`src/rtl/auto_counter_pkg.sv`:
```
// -----------------------------------------------------------------------------
// auto_counter_pkg
//   Shared types and default sizes for the auto-stopping counter bank.
//
//   ac_state_t  : per-channel control state (IDLE / RUN)
//   ac_mode_t   : completion behaviour latched at start (ONE_SHOT / PERIODIC)
//   AC_WIDTH    : default counter/limit width per channel
//   AC_CHANNELS : default number of channels
// -----------------------------------------------------------------------------
package auto_counter_pkg;

  localparam int AC_WIDTH    = 4;
  localparam int AC_CHANNELS = 2;

  typedef enum logic {
    IDLE = 1'b0,
    RUN  = 1'b1
  } ac_state_t;

  typedef enum logic {
    ONE_SHOT = 1'b0,
    PERIODIC = 1'b1
  } ac_mode_t;

  // Map the raw periodic input bit onto the mode enum.
  function automatic ac_mode_t ac_mode_of(input logic periodic);
    return periodic ? PERIODIC : ONE_SHOT;
  endfunction

endpackage

```
`src/rtl/auto_counter_channel.sv`:
```
// -----------------------------------------------------------------------------
// auto_counter_channel
//   One auto-stopping counter. A start pulse latches limit/mode and counts
//   0..limit, one step per clock. On reaching the latched limit it pulses done
//   for one cycle and either stops (one-shot) or reloads to 0 (periodic).
//   abort returns to IDLE with the count frozen and no done.
//
// Parameters:
//   WIDTH    counter and limit width
// Ports:
//   clk      clock, all state on posedge
//   reset    synchronous active-high reset
//   start    start / restart pulse (re-latches limit and mode)
//   abort    stop without completion (wins over start and terminal)
//   periodic mode at start: 0 one-shot, 1 periodic
//   limit    terminal count, sampled at start
//   count    current count
//   busy     channel is in RUN
//   done     registered one-cycle completion pulse
// -----------------------------------------------------------------------------
module auto_counter_channel
  import auto_counter_pkg::*;
#(
  parameter int WIDTH = AC_WIDTH
) (
  input  logic             clk,
  input  logic             reset,
  input  logic             start,
  input  logic             abort,
  input  logic             periodic,
  input  logic [WIDTH-1:0] limit,
  output logic [WIDTH-1:0] count,
  output logic             busy,
  output logic             done
);

  // Configuration captured at start; ignored inputs during RUN live here.
  typedef struct packed {
    logic [WIDTH-1:0] limit;
    ac_mode_t         mode;
  } cfg_t;

  ac_state_t state, state_nxt;
  cfg_t      cfg_q;
  logic      load;   // start accepted: clear count, latch config
  logic      term;   // terminal count reached in RUN, no override
  logic      incr;   // ordinary count step
  logic      at_lim;

  assign at_lim = (count == cfg_q.limit);

  // State register
  always_ff @(posedge clk) begin
    if (reset) state <= IDLE;
    else       state <= state_nxt;
  end

  // Next-state and datapath control, priority abort > start > terminal > step
  always_comb begin
    state_nxt = state;
    load      = 1'b0;
    term      = 1'b0;
    incr      = 1'b0;
    case (state)
      IDLE: begin
        // abort alone in IDLE has no effect
        if (start) begin
          state_nxt = RUN;
          load      = 1'b1;
        end
      end
      RUN: begin
        if (abort) begin
          state_nxt = IDLE;
        end else if (start) begin
          load = 1'b1;
        end else if (at_lim) begin
          term = 1'b1;
          if (cfg_q.mode == ONE_SHOT) state_nxt = IDLE;
        end else begin
          incr = 1'b1;
        end
      end
      default: state_nxt = IDLE;
    endcase
  end

  // Outputs decoded from registered state
  always_comb begin
    busy = (state == RUN);
  end

  // Count, latched config and done pulse
  always_ff @(posedge clk) begin
    if (reset) begin
      count <= '0;
      cfg_q <= '{limit: '0, mode: ONE_SHOT};
      done  <= 1'b0;
    end else begin
      done <= term;
      if (load) begin
        count       <= '0;
        cfg_q.limit <= limit;
        cfg_q.mode  <= ac_mode_of(periodic);
      end else if (term) begin
        // one-shot holds at the limit; periodic reloads
        if (cfg_q.mode == PERIODIC) count <= '0;
      end else if (incr) begin
        // count never exceeds the latched limit, so this cannot wrap
        count <= count + WIDTH'(1);
      end
    end
  end

endmodule

```
`src/rtl/auto_counter_bank.sv`:
```
// -----------------------------------------------------------------------------
// auto_counter_bank
//   CHANNELS independent auto-stopping counters plus a shared completion irq.
//
//   Optional feature macro: AUTO_COUNTER_IRQ_EN
//     defined   : per-channel sticky flags set by done, cleared by irq_clear
//                 (set wins); irq is the registered OR, rising one cycle
//                 after done.
//     undefined : no flags, irq tied 0, irq_clear ignored.
//
// Parameters:
//   WIDTH     counter/limit width per channel
//   CHANNELS  number of channels
// Ports:
//   clk, reset          clock, synchronous active-high reset
//   start/abort         per-channel start/restart and stop pulses
//   periodic            per-channel mode, sampled at start
//   limit               per-channel terminal count, channel i at [i*WIDTH +: WIDTH]
//   count               per-channel count, same packing as limit
//   busy, done          per-channel RUN status and completion pulse
//   irq, irq_clear      sticky completion interrupt and its clear
// -----------------------------------------------------------------------------
module auto_counter_bank
  import auto_counter_pkg::*;
#(
  parameter int WIDTH    = AC_WIDTH,
  parameter int CHANNELS = AC_CHANNELS
) (
  input  logic                      clk,
  input  logic                      reset,
  input  logic [CHANNELS-1:0]       start,
  input  logic [CHANNELS-1:0]       abort,
  input  logic [CHANNELS-1:0]       periodic,
  input  logic [CHANNELS*WIDTH-1:0] limit,
  output logic [CHANNELS*WIDTH-1:0] count,
  output logic [CHANNELS-1:0]       busy,
  output logic [CHANNELS-1:0]       done,
  output logic                      irq,
  input  logic                      irq_clear
);

  // Packed per-lane views; element i occupies bits [i*WIDTH +: WIDTH].
  logic [CHANNELS-1:0][WIDTH-1:0] lim_v;
  logic [CHANNELS-1:0][WIDTH-1:0] cnt_v;

  assign lim_v = limit;
  assign count = cnt_v;

  for (genvar g = 0; g < CHANNELS; g++) begin : g_ch
    auto_counter_channel #(
      .WIDTH(WIDTH)
    ) u_ch (
      .clk      (clk),
      .reset    (reset),
      .start    (start[g]),
      .abort    (abort[g]),
      .periodic (periodic[g]),
      .limit    (lim_v[g]),
      .count    (cnt_v[g]),
      .busy     (busy[g]),
      .done     (done[g])
    );
  end

`ifdef AUTO_COUNTER_IRQ_EN
  logic [CHANNELS-1:0] flags, flags_nxt;

  // Set has priority over clear when both land on the same cycle.
  always_comb begin
    flags_nxt = done | (flags & {CHANNELS{~irq_clear}});
  end

  // irq follows flags_nxt so it rises on the edge that first sees done.
  always_ff @(posedge clk) begin
    if (reset) begin
      flags <= '0;
      irq   <= 1'b0;
    end else begin
      flags <= flags_nxt;
      irq   <= |flags_nxt;
    end
  end
`else
  logic unused_irq_clear;
  assign unused_irq_clear = irq_clear;
  assign irq              = 1'b0;
`endif

endmodule

```
`config.mk`:
```
export PLATFORM = sky130hd
export DESIGN_NAME = auto_counter_bank
export DESIGN_NICKNAME = d
export VERILOG_FILES = /design/src/rtl/auto_counter_pkg.sv /design/src/rtl/auto_counter_channel.sv /design/src/rtl/auto_counter_bank.sv
export SDC_FILE = /design/constraint.sdc
export NUM_CORES = 1
export LEC_CHECK = 0
export CAP_MARGIN = 30
export CORE_UTILIZATION = 47
export DETAILED_ROUTE_END_ITERATION = 8
export GPL_ROUTABILITY_DRIVEN = 0
export HOLD_SLACK_MARGIN = 0.1
export PLACE_DENSITY = 0.89
export RECOVER_POWER = 100
export SYNTH_ARGS = -nofsm -noshare
export SYNTH_HDL_FRONTEND = slang
export SYNTH_SLANG_ARGS = --single-unit
export TNS_END_PERCENT = 30
```
`constraint.sdc`:
```
create_clock -name clk -period 1.7 [get_ports clk]
set_input_delay 0.34 -clock clk [delete_from_list [all_inputs] [get_ports clk]]
set_output_delay 0.34 -clock clk [all_outputs]
set_load 0.01 [all_outputs]
```
==> results.py <==
metrics = {
    "sta": {
        "rsz0062_at_grt": "false",
        "layout_setup_ws_ns": 0.0737,
        "hold_violations": 0,
        "fin_crit_ns": 1.63,
        "fin_crit_sh_pct": 95.7,
        "finalSetupTns_ns": 0,
        "fmax_ghz": 0.615,
        "drv_slew": 0,
        "clock_skew_ns": 0.00389,
        "setup_violations": 0,
    },
    "critical_path": {
        "crit_family": "buffers and inverters",
        "critPathMaxStageDelay_ns": 0.56,
        "start_kind": "flop",
        "r2r-start": "g_ch[0].u_ch.count[1]",
        "worstPathArrival_ns": 1.29,
        "path_class": "flop to output port",
        "r2r_end": "g_ch[0].u_ch.count[1]",
        "reg2reg_depth": 4,
        "slowest_stage": "clkdlybuf4s50_1",
        "path_cells": "clkdlybuf4s50_1",
        "crit_buf_inv": 1,
        "crit_cells": 1,
        "required_ns": 1.36,
        "rrSetupSlack_ns": 0.13,
        "worstSetupEndpointType": "output port",
        "crit_fanout": 7,
    },
    "synth": {
        "synth_top_area_cell": "dfxtp_1",
        "netlist_area_um2": 1100,
        "synth_area_leaders": "dfxtp_1 40%, nand2_1 11%, a21oi_1 6.4%",
        "ys_types": 29,
        "netlist_instances": 136,
        "yosysMostFrequentCell": "nand2_1",
        "ys_seq_area_share_pct": 40.1,
        "yosys-top-cells-count": "32 x nand2_1, 22 x dfxtp_1, 14 x a21oi_1",
        "synth_seq_cells": 22,
        "synth_top_area_share_pct": 40.1,
        "synthFlopType": "dfxtp_1",
        "synth_warnings": 0,
        "synth_edf_count": 0,
        "syn_avg_cell_area_um2": 8.07,
        "async_reset_ff_share_pct": 0,
        "synth.net_count": 155,
    },
    "route": {
        "first_iter_violations": 21,
        "dr_total_vias": 1052,
        "drt_pass1_iterations": 4,
        "ant_nets": 0,
        "detail_route.wl_per_cell_um": 12.3,
        "routed_wirelength_um": 2410,
        "vias_per_cell": 5.37,
        "drc": 0,
    },
    "floorplan": {
        "io_pins": 30,
        "dieArea_um2": 2530,
        "die_w_um": 50.3,
        "core-area_um2": 2210,
        "chipHeight_um": 50.3,
        "initial_core_util_pct": 49.6,
        "std_cell_rows": 17,
    },
    "clock_network": {
        "hold_buffers": 0,
        "clock_latency_ns": 0.30,
        "cts.sinks": 22,
        "cts_tree": "built",
        "cts_made_buffers": 3,
        "cts.path.max_buffers": 2,
        "cts_resized": 5,
        "cts.clk_slew.worst_paths_ns": 0.12,
        "htree_levels": 1,
        "post-cts-setup-buffers": 0,
        "cts-root-buf": "clkbuf_4",
    },
    "layout": {
        "final_cells": 196,
        "layout.nets": 188,
        "fin_area_um2": 1450,
        "diodes": 0,
        "fin_util_pct": 65.5,
        "area_growth_pct": 32.0,
        "layout-drive-gt1-share_pct": 11.3,
    },
    "global_route": {
        "antenna_found_initial": 0,
        "grt_busiest_layer": "met2",
        "gr-total-overflow": 0,
        "gr-usage-met1_pct": 24.3,
        "grt_pass1_wl_um": 3970,
        "gr-usage-met3_pct": 3.03,
        "first_global_vias": 950,
        "track_usage_pct": 20.3,
        "gr-usage-met2_pct": 37.3,
        "grt_start_max_net_pins": 13,
    },
    "power": {
        "power_density_nw_per_um2": 686,
        "max-vdd-ir-drop_v": 0.000565,
        "p_leak_nw": 0.508,
    },
    "placed_design": {
        "dp.cells": 192,
        "post-place-ws_ns": -0.110,
        "dp_hpwl_um": 1860,
        "numPortBuffers": 27,
        "place_area_um2": 1420,
    },
    "flow_run": {
        "maxCapViolCount": 0,
    },
    "status": {
        "outcome": "finished clean",
    },
    "worst_hold_path": {
        "hold_end": "g_ch[0].u_ch.cfg_q[4]",
        "holdPathStages": 2,
        "min_path_type": "flop to flop",
        "min_from": "g_ch[0].u_ch.cfg_q[4]",
    },
}
worst register-to-register path: stages, from the launching register on:
cell and delay, ns:
dfxtp_2 0.42, xnor2_1 0.15, nand4_1 0.30, or3b_1 0.46, a31oi_1 0.18
metrics by stage:
step,hold slack [ns],total power [mW]
after CTS,0.484,1.00
after floorplan,0.409,0.646
after detailed placement,0.462,0.722
final,0.481,0.994
after global routing,0.501,1.04
after global placement,0.457,0.714
layout make-up:
type / instances / area, um^2
Multi-Input combinational cell: 105 / 597
Fill cell: 185 / 763
Tap cell: 28 / 35.0
Inverter: 1 / 3.75
Timing Repair Buffer: 36 / 327
Sequential cell: 22 / 450
Clock buffer: 4 / 36.3
layout by cell type (no fill, tap or decap):
master	instances
dlygate4sd3_1	4
and2_1	3
clkdlybuf4s50_1	23
nor2b_1	5
clkbuf_4	5
o21ai_0	6
conb_1	1
nand3_1	5
nand4_1	2
dfxtp_2	8
mux2i_1	1
and4_1	1
or2_2	1
nor3b_1	2
nand2b_1	2
or3b_1	5
nor3_1	4
and2_0	1
nand2_1	32
clkbuf_8	1
dfxtp_1	14
clkbuf_1	3
inv_1	1
a31oi_1	6
nor2_1	1
a41oi_1	1
a21oi_1	14
buf_4	4
a32oi_1	1
nand4b_1	1
xnor2_1	8
ha_1	2
power breakdown:
group | switching, mW | total (mW) | internal, mW
Sequential | 0.0159 | 0.551 | 0.535
Clock | 0.158 | 0.289 | 0.131
Combinational | 0.0745 | 0.154 | 0.0798
metal layers:
layer  part of all wire, %  routed length, um  vias up
met5                     0                  0        -
met4                  0.33                  8        0
met3                   3.3                 79        2
met2                    53               1270       21
met1                    44               1050      497
li1                      -                  -      532
flip-flops by register name (all words and copies together) (netlist names):
register,cells
g_ch.u_ch.cfg_q,10
g_ch.u_ch.count,8
g_ch.u_ch.busy,2
g_ch.u_ch.done,2
cell families (layout without fill, tap and decap cells):
| logic type | after synthesis | count (layout) | synth area share [%] |
|---|---|---|---|
| flops | 22 | 22 | 40.1 |
| simple gates | 65 | 65 | 30.9 |
| mux | 1 | 1 | 0.912 |
| fa+ha+maj | 2 | 2 | 2.28 |
| buf+inv | 9 | 41 | 4.90 |
| compound gates | 28 | 28 | 14.1 |
| other cells | 1 | 1 | 0.342 |
| xor+xnor | 8 | 8 | 6.39 |
worst max path at each step:
| stage | start | slack (ns) | endpoint |
|---|---|---|---|
| after global placement | start[1] | -0.07 | g_ch[1].u_ch.count[0] |
| after global routing | g_ch[0].u_ch.count[0] | 0.02 | g_ch[0].u_ch.count[1] |
| after detailed placement | start[1] | -0.11 | g_ch[1].u_ch.count[0] |
| after floorplan | g_ch[0].u_ch.count[0] | 0.29 | g_ch[0].u_ch.count[1] |
| final | g_ch[1].u_ch.count[2] | 0.07 | count[6] |
| after CTS | g_ch[1].u_ch.count[3] | 0.01 | count[7] |
Power figures use the tool's default switching activity.
